File: src/rtl/jk_updown_counter_pkg.sv
// Shared definitions for the JK up/down counter: per-bit JK command encodings
// and the parameter range check used at elaboration.
package jk_updown_counter_pkg;

    typedef enum logic [1:0] {
        JK_HOLD = 2'b00,
        JK_RST  = 2'b01,
        JK_SET  = 2'b10,
        JK_TGL  = 2'b11
    } jk_cmd_e;

    // WIDTH must lie in 2..16 and MAX_COUNT must fit in WIDTH bits.
    function automatic bit params_ok(input int unsigned width,
                                     input int unsigned max_count);
        return (width >= 2) && (width <= 16) && (max_count < (32'd1 << width));
    endfunction

endpackage

File: src/rtl/jk_updown_counter_cell.sv
// Single JK storage cell: async active-low reset to 0, Q <= J&~Q | ~K&Q.
module jk_cell
    import jk_updown_counter_pkg::*;
(
    input  logic clk,
    input  logic reset_n,
    input  logic i_j,
    input  logic i_k,
    output logic o_q
);

    logic    r_q;
    jk_cmd_e w_cmd;

    assign w_cmd = jk_cmd_e'({i_j, i_k});
    assign o_q   = r_q;

    always_ff @(posedge clk or negedge reset_n) begin
        if (!reset_n) begin
            r_q <= 1'b0;
        end else begin
            unique case (w_cmd)
                JK_HOLD: r_q <= r_q;
                JK_RST:  r_q <= 1'b0;
                JK_SET:  r_q <= 1'b1;
                JK_TGL:  r_q <= ~r_q;
                default: r_q <= r_q;
            endcase
        end
    end

endmodule

File: src/rtl/jk_updown_counter.sv
// Modulo-(MAX_COUNT+1) up/down counter built from per-bit JK cells, with
// parallel load (clamped), terminal-count detection and a registered wrap pulse.
module jk_updown_counter
    import jk_updown_counter_pkg::*;
#(
    parameter int unsigned WIDTH     = 4,
    parameter int unsigned MAX_COUNT = 9
) (
    input  logic             clk,
    input  logic             reset_n,
    input  logic             en,
    input  logic             up,
    input  logic             load,
    input  logic [WIDTH-1:0] load_val,
    output logic [WIDTH-1:0] count,
    output logic             tc,
    output logic             wrap,
    output logic [WIDTH-1:0] jk_j,
    output logic [WIDTH-1:0] jk_k
);

    localparam logic [WIDTH-1:0] MAX_V = WIDTH'(MAX_COUNT);

    if (!params_ok(WIDTH, MAX_COUNT)) begin : g_bad_params
        $error("jk_updown_counter: WIDTH must be 2..16 and MAX_COUNT < 2**WIDTH");
    end

    logic [WIDTH-1:0] w_target;
    logic [WIDTH-1:0] w_inc_mask;
    logic [WIDTH-1:0] w_dec_mask;
    logic             w_at_top;
    logic             w_at_bot;
    logic             w_inc_carry;
    logic             w_dec_borrow;
    logic             r_wrap;

    assign w_target = (load_val > MAX_V) ? MAX_V : load_val;

    // Out-of-range values are folded into the wrap cases so an upset count
    // recovers on the next enabled edge and still reports a wrap.
    assign w_at_top = (count >= MAX_V);
    assign w_at_bot = (count == '0) || (count > MAX_V);

    assign tc = en & ~load & ((up & w_at_top) | (~up & w_at_bot));

    // Toggle masks: bit i toggles when all lower bits are 1 (up) or 0 (down).
    always_comb begin
        w_inc_mask   = '0;
        w_dec_mask   = '0;
        w_inc_carry  = 1'b1;
        w_dec_borrow = 1'b1;
        for (int unsigned i = 0; i < WIDTH; i++) begin
            w_inc_mask[i] = w_inc_carry;
            w_dec_mask[i] = w_dec_borrow;
            w_inc_carry   = w_inc_carry & count[i];
            w_dec_borrow  = w_dec_borrow & ~count[i];
        end
    end

    always_comb begin
        jk_j = '0;
        jk_k = '0;
        if (load) begin
            jk_j = w_target;
            jk_k = ~w_target;
        end else if (en) begin
            if (up) begin
                if (w_at_top) begin
                    jk_j = '0;
                    jk_k = '1;
                end else begin
                    jk_j = w_inc_mask;
                    jk_k = w_inc_mask;
                end
            end else begin
                if (w_at_bot) begin
                    jk_j = MAX_V;
                    jk_k = ~MAX_V;
                end else begin
                    jk_j = w_dec_mask;
                    jk_k = w_dec_mask;
                end
            end
        end
    end

    for (genvar gi = 0; gi < WIDTH; gi++) begin : g_cells
        jk_cell u_cell (
            .clk     (clk),
            .reset_n (reset_n),
            .i_j     (jk_j[gi]),
            .i_k     (jk_k[gi]),
            .o_q     (count[gi])
        );
    end

    always_ff @(posedge clk or negedge reset_n) begin
        if (!reset_n) begin
            r_wrap <= 1'b0;
        end else begin
            r_wrap <= tc;
        end
    end

    assign wrap = r_wrap;

endmodule
File: config.mk
export PLATFORM = sky130hd
export DESIGN_NAME = jk_updown_counter
export DESIGN_NICKNAME = d
export VERILOG_FILES = /design/src/rtl/jk_updown_counter_pkg.sv /design/src/rtl/jk_updown_counter_cell.sv /design/src/rtl/jk_updown_counter.sv
export SDC_FILE = /design/constraint.sdc
export NUM_CORES = 1
export LEC_CHECK = 0
export CAP_MARGIN = 0
export CORE_AREA = 2 2 39 41
export CTS_CLUSTER_SIZE = 24
export DETAILED_ROUTE_END_ITERATION = 8
export DIE_AREA = 0 0 41 43
export HOLD_SLACK_MARGIN = 0.08
export PLACE_DENSITY = 0.73
export SLEW_MARGIN = 20
export SYNTH_ARGS = -nofsm -noshare
export SYNTH_HDL_FRONTEND = slang
export SYNTH_HIERARCHICAL = 1
export SYNTH_SLANG_ARGS = --single-unit
export TNS_END_PERCENT = 5
File: constraint.sdc
create_clock -name clk -period 1.8 [get_ports clk]
set_input_delay 0.27 -clock clk [delete_from_list [all_inputs] [get_ports clk]]
set_output_delay 0.27 -clock clk [all_outputs]
set_load 0.005 [all_outputs]
==> impl_metrics.py <==
metrics = {
    "floorplan": {
        "dieWidth_um": 41,
        "start_util": 0.319,
        "dieArea_um2": 1760,
        "rows": 14,
        "io_pins": 23,
        "core_um2": 1380,
        "fp.dieH_um": 43,
    },
    "synth": {
        "yosysWarnings": 6,
        "yosys-top-cells-area": "dfrtp_1 (28%), nor2_1 (7.6%), a21oi_1 (6.8%)",
        "yosysUniqueCellTypes": 27,
        "seq_area_frac_synth": 0.283,
        "synthesis.area_um2": 442,
        "syn_inst": 59,
        "post-synth-top-count-cell": "nor2_1",
        "syn_avg_cell_area_um2": 7.49,
        "synthTopCellsByCount": "nor2_1 (9), a21oi_1 (6), nand2_1 (6), dfrtp_1 (5), o21a_1 (4)",
        "synthArstFlopShare": 1.00,
        "ys_ff_latch": 5,
        "syn-num-nets": 68,
        "yosys.area.top_type_share": 0.283,
        "synth_edf_count": 0,
        "ys.flop_type": "dfrtp_1",
        "yosysTopAreaCell": "dfrtp_1",
    },
    "route": {
        "drt_first_iter_violations": 11,
        "vias_per_cell": 5.31,
        "drc": 0,
        "vias": 685,
        "wl_mm": 1.85,
        "first_pass_iters": 4,
        "ant_nets": 0,
        "wire_per_inst_um": 14.4,
    },
    "placement": {
        "place_congestion": 0.859,
        "pre_cts_ws_ps": -588,
        "portBuffers": 22,
        "dp_hpwl_mm": 1.32,
    },
    "timing": {
        "finalCriticalPeriod_ps": 2010,
        "fmax_ghz": 0.498,
        "timing.final.crit_share": 1.12,
        "fin_worst_skew_ps": 8.63,
        "setup_viol": 9,
        "hold_violations": 0,
        "tightest_slew_ps": 390,
        "slew_viol_final": 0,
        "relSlewSlack": 0.740,
        "grt_setup_unrepaired": "true",
        "setup_ws_ps": -209,
    },
    "clocking": {
        "cts_tree": "built",
        "cts_buffers": 3,
        "root_buffer": "clkbuf_4",
        "clock_latency_ps": 240,
        "clock_sinks": 5,
        "ctsHoldBuffers": 0,
        "clk_pin_slew_ps": 50,
        "h-tree-depth": 1,
        "clockBufferDepth": 2,
    },
    "pwr": {
        "power_leakage_nw": 0.463,
        "max-vdd-ir-drop_mv": 0.768,
        "p_per_area_nw_per_um2": 1210,
        "p_total_mw": 1.22,
    },
    "min_path": {
        "hp-class": "in -> async",
    },
    "job": {
        "maxCapViolCount": 0,
    },
    "finish": {
        "layout-drive-gt1-share": 0.540,
        "layout.nets": 123,
        "diodes": 0,
        "synthToLayoutAreaGrowth_pct": 127,
    },
    "setup_path": {
        "critPathArrivalTime_ps": 1740,
        "start_kind": "register",
        "timing.rr.end": "g_cells[1].u_cell/o_q",
        "cpPeakStageDelay_ps": 580,
        "crit_required_ps": 1530,
        "cp_num_buf_inv": 2,
        "path_class": "reg -> out",
        "rrSetupSlack_ps": 120,
        "cp_top_family": "simple AND/OR/NAND/NOR gates",
        "ff2ff_path_depth": 6,
        "slowest_stage": "or4_4",
        "timing.rr.start": "g_cells[1].u_cell/o_q",
        "path_cells": "or4_4 -> o221ai_4 -> buf_6 -> o21ai_2 -> buf_2",
        "endpoint_kind": "output port",
        "path_max_fanout": 3,
    },
    "run_status": {
        "status": "complete, but fails checks",
        "violations": "negative setup slack",
    },
    "grt": {
        "grt_usage": 0.264,
        "grt_pass1_wl_mm": 3.11,
        "first_global_vias": 727,
        "antenna_found_initial": 0,
        "grt_max_degree": 9,
        "gr-total-overflow": 0,
    },
}
[worst max-delay path by stage]
stage | from | end | slack [ps] | cells after the start
6_report | g_cells[1].u_cell/o_q | jk_j[1] | -210 | 5
5_1_grt | g_cells[1].u_cell/o_q | jk_j[1] | -300 | 5
2_1_floorplan | g_cells[2].u_cell/o_q | g_cells[2].u_cell/o_q | 200 | 5
4_1_cts | g_cells[1].u_cell/o_q | jk_k[0] | -190 | 5
3_5_place_dp | up | tc | -590 | 5
3_3_place_gp | up | tc | -560 | 5
[sequential cells by signal, summed over array words and instances, names as in the netlist]
| register | cells |
|---|---|
| g_cells.u_cell/o_q | 4 |
| wrap | 1 |
[cell families after synthesis]
kind of cell,Yosys count,synth area share
buffers and inverters,3,0.0283
AOI/OAI and AO/OA,23,0.354
and+or+nand+nor,27,0.314
xor gates and xnor gates,1,0.0198
DFF,5,0.283
[repair_timing]
item | CTS | global route
endpoints found under the setup margin | 9 | 9
pin swaps | 12 | 1
setup buffers | 5 | 0
resized for setup | 58 | 0
[final cells by class]
type / instances / area (um2)
Multi-Input combinational cell: 51 / 390
Inverter: 1 / 3.75
Tap cell: 16 / 20.0
Clock buffer: 4 / 26.3
Fill cell: 116 / 382
Timing Repair Buffer: 52 / 437
Sequential cell: 5 / 125
[report_power, final]
| group | internal (mW) | total [mW] | switching [mW] |
|---|---|---|---|
| Clock | 0.0838 | 0.129 | 0.0456 |
| Sequential | 0.158 | 0.209 | 0.0512 |
| Combinational | 0.493 | 0.879 | 0.386 |
| Total | 0.735 | 1.22 | 0.483 |
[placed cells by master (no fill, tap or decap), types with 2 or more instances in the layout]
cell / synthesis / layout
a21oi_1: 6 / 5
buf_4: 0 / 25
nor2_1: 9 / 9
o21a_1: 4 / 4
buf_6: 0 / 5
nand2_1: 6 / 5
nor3_2: 0 / 2
nand2b_4: 0 / 2
dfrtp_1: 5 / 5
o21ai_2: 0 / 3
clkdlybuf4s50_1: 0 / 12
nor2b_2: 0 / 2
clkdlybuf4s15_2: 0 / 3
clkbuf_4: 0 / 3
buf_2: 1 / 6
[metal layers]
metal / global-route usage / vias to the layer above / wire, um
li1: - / 326 / -
met1: 0.278 / 323 / 681
met2: 0.438 / 30 / 990
met3: 0.115 / 6 / 126
met4: 0.100 / 0 / 55
met5: 0 / - / 0
[metrics by stage]
step	hold slack (ps)	TNS, ps	util	instance area, um2	std cells
floorplan	-25.6	0	-	442	59
global placement	506	-4760	0.622	861	120
detailed placement	508	-5100	0.622	861	120
CTS	252	-1030	0.724	1000	129
global route	244	-1970	0.724	1000	129
finish	243	-1100	0.724	1000	129
Power figures use the tool's default switching activity.
